## config.mk

```make
export PLATFORM = sky130hd
export DESIGN_NAME = core_sequencer
export DESIGN_NICKNAME = d
export VERILOG_FILES = /design/src/rtl/core_seq_pkg.sv /design/src/rtl/ack_timeout_counter.sv /design/src/rtl/core_sequencer.sv
export SDC_FILE = /design/constraint.sdc
export NUM_CORES = 1
export LEC_CHECK = 0
export BUFFER_PORTS_ARGS = -buffer_cell sky130_fd_sc_hd__buf_4
export CAP_MARGIN = 15
export CORE_UTILIZATION = 45
export CTS_BUF_LIST = sky130_fd_sc_hd__clkbuf_16
export CTS_CLUSTER_DIAMETER = 30
export DETAILED_ROUTE_END_ITERATION = 8
export PLACE_DENSITY = 0.7
export SETUP_SLACK_MARGIN = 0.1
export SYNTH_ARGS = -nofsm -noshare
export SYNTH_HDL_FRONTEND = slang
export SYNTH_SLANG_ARGS = --single-unit
```

## constraint.sdc

```tcl
create_clock -name clk -period 4 [get_ports clk]
set_input_delay 0.6 -clock clk [delete_from_list [all_inputs] [get_ports clk]]
set_output_delay 0.6 -clock clk [all_outputs]
set_load 0.005 [all_outputs]
```

## src/rtl/core_seq_pkg.sv

```systemverilog
// Shared types and constants for the multi-cycle core sequencer.
package core_seq_pkg;

  typedef enum logic [2:0] {
    StBoot,
    StFetch,
    StDecode,
    StExecute,
    StMemory,
    StWriteback,
    StTrap
  } seq_state_t;

  typedef enum logic [1:0] {
    NONE     = 2'b00,
    ILLEGAL  = 2'b01,
    FETCH_TO = 2'b10,
    DATA_TO  = 2'b11
  } trap_cause_t;

  localparam int unsigned PerfCntWidth = 32;

  // Counter width for a timeout limit; never narrower than one bit.
  function automatic int unsigned cnt_width(input int unsigned limit);
    return (limit < 1) ? 1 : $clog2(limit + 1);
  endfunction

endpackage

```

## src/rtl/ack_timeout_counter.sv

```systemverilog
// Counts consecutive request cycles without an ack and flags the cycle in which
// the limit would be reached. An ACK_TIMEOUT of 0 never expires.
module ack_timeout_counter
  import core_seq_pkg::*;
#(
  parameter int unsigned ACK_TIMEOUT = 16
) (
  input  logic clk,
  input  logic rst_n,
  input  logic clear,
  input  logic count_en,
  input  logic ack,
  output logic expired
);

  localparam int unsigned CntW = cnt_width(ACK_TIMEOUT);
  localparam logic [CntW-1:0] Limit = CntW'(ACK_TIMEOUT);

  logic [CntW-1:0] cnt_q;

  // Saturating wait counter; an accepted ack restarts it for the next request.
  always_ff @(posedge clk or negedge rst_n) begin
    if (!rst_n) begin
      cnt_q <= '0;
    end else if (clear || ack) begin
      cnt_q <= '0;
    end else if (count_en && (cnt_q != Limit)) begin
      cnt_q <= cnt_q + CntW'(1);
    end
  end

  if (ACK_TIMEOUT == 0) begin : g_off
    assign expired = 1'b0;
  end else begin : g_on
    // Final allowed cycle without ack; an ack in that same cycle wins.
    assign expired = count_en & ~ack & (cnt_q == Limit - CntW'(1));
  end

endmodule

```

## src/rtl/core_sequencer.sv

```systemverilog
// Multi-cycle fetch/decode/execute/memory/writeback sequencer with ack timeout trap.
// Optional feature macro: SEQ_PERF_COUNTERS_EN adds instr_retired and stall_cycles.
module core_sequencer
  import core_seq_pkg::*;
#(
  parameter int unsigned ACK_TIMEOUT = 16
) (
  input  logic                    clk,
  input  logic                    rst_n,
  input  logic                    instr_ack,
  input  logic                    data_ack,
  input  logic                    write,
  input  logic                    load,
  input  logic                    store,
  input  logic                    branch,
  input  logic                    illegal,
  output logic                    instr_req,
  output logic                    ir_en,
  output logic                    data_req,
  output logic                    data_we,
  output logic                    reg_write_en,
  output logic                    pc_en,
  output logic                    halt,
  output logic [1:0]              trap_cause
`ifdef SEQ_PERF_COUNTERS_EN
  ,
  output logic [PerfCntWidth-1:0] instr_retired,
  output logic [PerfCntWidth-1:0] stall_cycles
`endif
);

  seq_state_t  state_q;
  trap_cause_t cause_q;
  logic        req_state;
  logic        cur_ack;
  logic        expired;

  // Branch and no-op share the same path; the flag is kept for interface completeness.
  logic unused_branch;
  assign unused_branch = branch;

  assign req_state = (state_q == StFetch) || (state_q == StMemory);
  assign cur_ack   = (state_q == StFetch) ? instr_ack :
                     (state_q == StMemory) ? data_ack : 1'b0;

  ack_timeout_counter #(
    .ACK_TIMEOUT(ACK_TIMEOUT)
  ) u_timeout (
    .clk     (clk),
    .rst_n   (rst_n),
    .clear   (~req_state),
    .count_en(req_state),
    .ack     (req_state & cur_ack),
    .expired (expired)
  );

  // State sequencing and sticky trap cause.
  always_ff @(posedge clk or negedge rst_n) begin
    if (!rst_n) begin
      state_q <= StBoot;
      cause_q <= NONE;
    end else begin
      unique case (state_q)
        StBoot: state_q <= StFetch;
        StFetch: begin
          if (instr_ack) begin
            state_q <= StDecode;
          end else if (expired) begin
            state_q <= StTrap;
            cause_q <= FETCH_TO;
          end
        end
        StDecode: begin
          if (illegal || (load && store)) begin
            state_q <= StTrap;
            cause_q <= ILLEGAL;
          end else begin
            state_q <= StExecute;
          end
        end
        StExecute: begin
          if (load || store)  state_q <= StMemory;
          else if (write)     state_q <= StWriteback;
          else                state_q <= StFetch;
        end
        StMemory: begin
          if (data_ack) begin
            state_q <= load ? StWriteback : StFetch;
          end else if (expired) begin
            state_q <= StTrap;
            cause_q <= DATA_TO;
          end
        end
        StWriteback: state_q <= StFetch;
        StTrap:      state_q <= StTrap;
        default:     state_q <= StBoot;
      endcase
    end
  end

  // Per-cycle strobes decoded from the current state and the live acks.
  always_comb begin
    instr_req    = 1'b0;
    ir_en        = 1'b0;
    data_req     = 1'b0;
    data_we      = 1'b0;
    reg_write_en = 1'b0;
    pc_en        = 1'b0;
    halt         = 1'b0;
    unique case (state_q)
      StFetch: begin
        instr_req = 1'b1;
        ir_en     = instr_ack;
      end
      StExecute: pc_en = ~(load | store | write);
      StMemory: begin
        data_req = 1'b1;
        data_we  = store;
        pc_en    = data_ack & ~load;
      end
      StWriteback: begin
        reg_write_en = 1'b1;
        pc_en        = 1'b1;
      end
      StTrap:  halt = 1'b1;
      default: ;
    endcase
  end

  assign trap_cause = cause_q;

`ifdef SEQ_PERF_COUNTERS_EN
  logic stall;
  assign stall = req_state & ~cur_ack;

  // Retirement and stall counters; they wrap naturally and hold once trapped.
  always_ff @(posedge clk or negedge rst_n) begin
    if (!rst_n) begin
      instr_retired <= '0;
      stall_cycles  <= '0;
    end else if (state_q != StTrap) begin
      if (pc_en) instr_retired <= instr_retired + PerfCntWidth'(1);
      if (stall) stall_cycles  <= stall_cycles + PerfCntWidth'(1);
    end
  end
`endif

endmodule

```

==> impl_metrics.yaml <==
sta:
  slew_headroom: 0.684
  finalSetupViolations: 0
  rsz0062_at_grt: "false"
  post-route-period-util: 0.500
  tightest_slew_ps: 468
  maxSlewViolCount: 0
  hold_viol: 0
  clock.fmax_mhz: 500
  post-route-min-period_ps: 2000
  whs_ps: 182
  setup_total_negative_slack_ps: 0
  finClkSkew_ps: 3.02
cells_and_area:
  utilization: 0.654
  diodes: 0
  num-nets-final: 104
  drive_above_1_share: 0.264
  syn_to_final_growth_pct: 32.3
  instances_no_fill: 106
drt:
  routed_wl_um: 1440
  vias_per_cell: 5.58
  num_vias: 592
  ant_nets: 0
  wl_per_cell_um: 13.6
  drtPass1Iterations: 4
  drt_iter0_markers: 44
  drc: 0
global_route:
  grt.overflow.total: 0
  globalRouteTotalUtil: 0.206
  grt_pass1_wl_um: 2150
  antenna_found_initial: 0
  grt_max_degree: 17
  grt_pass1_vias: 505
logic_synthesis:
  ys_seq_elements: 10
  avgSynthCellArea_um2: 9.16
  yosysWarnings: 0
  synth-seq-area-share: 0.380
  synthFlopType: "dfrtp_1"
  synth_edf_count: 0
  synth_nets: 84
  synth_area_um2: 659
  ys_types: 31
  async_reset_ff_frac: 1.00
  syn_inst: 72
place:
  gp_congestion: 0.765
  portBuffers: 16
  post-place-cells: 102
  hpwl_um: 976
status:
  run_status: "finished, final reports clean"
cts:
  cts_buffers: 3
  cts_tree: "done"
  clockBufferDepth: 2
  clock-sinks: 10
  cts_setup_buffers: 0
  clk_transition_reported_paths_ps: 40
  ctsResizeCount: 0
  cts-root-buf: "clkbuf_16"
  clk_latency_ps: 240
  postCtsHoldBufs: 0
  htree_levels: 1
power:
  sequentialPowerShare: 0.303
  power.density_nw_per_um2: 609
  p_clk_frac: 0.335
  comb_power_share: 0.361
  finalPower_mw: 0.531
  p_leak_nw: 0.404
  power_switching_mw: 0.181
  peakVddDrop_uv: 419
  p_int_mw: 0.350
  p_sw_frac: 0.341
critical_path:
  reg2reg_from: "u_timeout.cnt_q[1]"
  setup.worst_path.start: "state_q[1]"
  critPathCaptureType: "output pin"
  path_class: "reg -> out"
  r2r_cells: 7
  cp.required_ps: 3400
  crit_buf_inv: 1
  cp_slowest_stage_delay_ps: 640
  crit_arrival_ps: 1400
  ff2ff_setup_slack_ps: 2200
  crit_fanout: 16
  cp_top_family: "flip-flops"
  cp-start-kind: "flop"
  critPathSlowestCell: "dfrtp_1"
  cp_cell_sequence: "nand2b_1 > o21ai_1 > buf_4"
  r2r_end: "trap_cause[1]"
  cp_num_cells: 3
floorplanning:
  dieWidth_um: 40.3
  die_area_um2: 1620
  die_h_um: 40.3
  initial_utilization: 0.494
  rows: 13
  core_um2: 1330
  pin_count: 18
job:
  maxCapViolCount: 0
worst_hold_path:
  hp-class: "in -> async"
[area by class of cell]
type	instances	area (µm²)
Clock inverter	1	3.75
Fill cell	111	462
Multi-Input combinational cell	54	378
Clock buffer	3	75.1
Sequential cell	10	250
Tap cell	15	18.8
Inverter	7	26.3
Timing Repair Buffer	16	120
[through the flow]
step                      area [µm²]  setup WS, ps
after detailed placement         793          2090
final                            872          2000
after CTS                        872          2010
after global routing             872          1930
after floorplan                  659          2410
after global placement           793          2070
[state kept, by name, indices dropped and copies added, names as in the netlist]
register         cells
u_timeout.cnt_q      5
state_q              3
trap_cause           2
[Yosys cell counts, drive strengths merged (3+ instances only)]
| cell | count | area [µm²] |
|---|---|---|
| a21oi | 4 | 20.0 |
| nor3 | 6 | 40.0 |
| ha | 3 | 37.5 |
| nand2b | 5 | 33.8 |
| nor2 | 8 | 30.0 |
| dfrtp | 10 | 250 |
| inv | 7 | 26.3 |
| o21ai | 3 | 15.0 |
[metal layers]
layer / track usage / wire length [µm]
met1: 0.284 / 710
met5: 0 / 0
met2: 0.323 / 654
met3: 0.0500 / 65
met4: 0.0500 / 7
[cells by family (layout without fill, tap and decap cells)]
logic type	count (synthesis)	after routing	synth area share
XOR/XNOR	3	3	0.0399
AND/OR/NAND/NOR	31	31	0.264
AO/OA/AOI/OAI	16	16	0.197
multiplexers	1	1	0.0152
flip-flops	10	10	0.380
adder cells (fa/ha/maj)	3	3	0.0569
buffers and inverters	8	27	0.0474
[worst max-delay path by stage]
| stage | slack [ps] | end |
|---|---|---|
| 6_report | 2000 | pc_en |
| 5_1_grt | 1930 | pc_en |
| 4_1_cts | 2010 | pc_en |
| 3_5_place_dp | 2090 | pc_en |
| 3_3_place_gp | 2070 | pc_en |
| 2_1_floorplan | 2410 | pc_en |
[power groups by stage]
| stage | Sequential [mW] | Clock (mW) | Combinational [mW] |
|---|---|---|---|
| 3_3_place_gp | 0.160 | 0 | 0.185 |
| 2_1_floorplan | 0.145 | 0 | 0.139 |
| 6_report | 0.161 | 0.178 | 0.192 |
| 5_1_grt | 0.166 | 0.186 | 0.212 |
| 3_5_place_dp | 0.161 | 0 | 0.188 |
| 4_1_cts | 0.161 | 0.180 | 0.192 |
[cells in the final DEF (no fill, tap or decap), types with 2 or more instances in the layout]
cell type	count
a21oi_1	4
ha_1	3
nand2b_1	4
buf_4	16
nor2_1	8
nand3_1	2
o21ai_0	2
and2_1	2
and3_1	2
nor3_2	2
nor3_1	4
dfrtp_1	10
xnor2_1	2
clkbuf_16	3
nand2_1	2
inv_1	7
nor2b_1	2
Note: power is estimated with default switching activity, not from simulation.
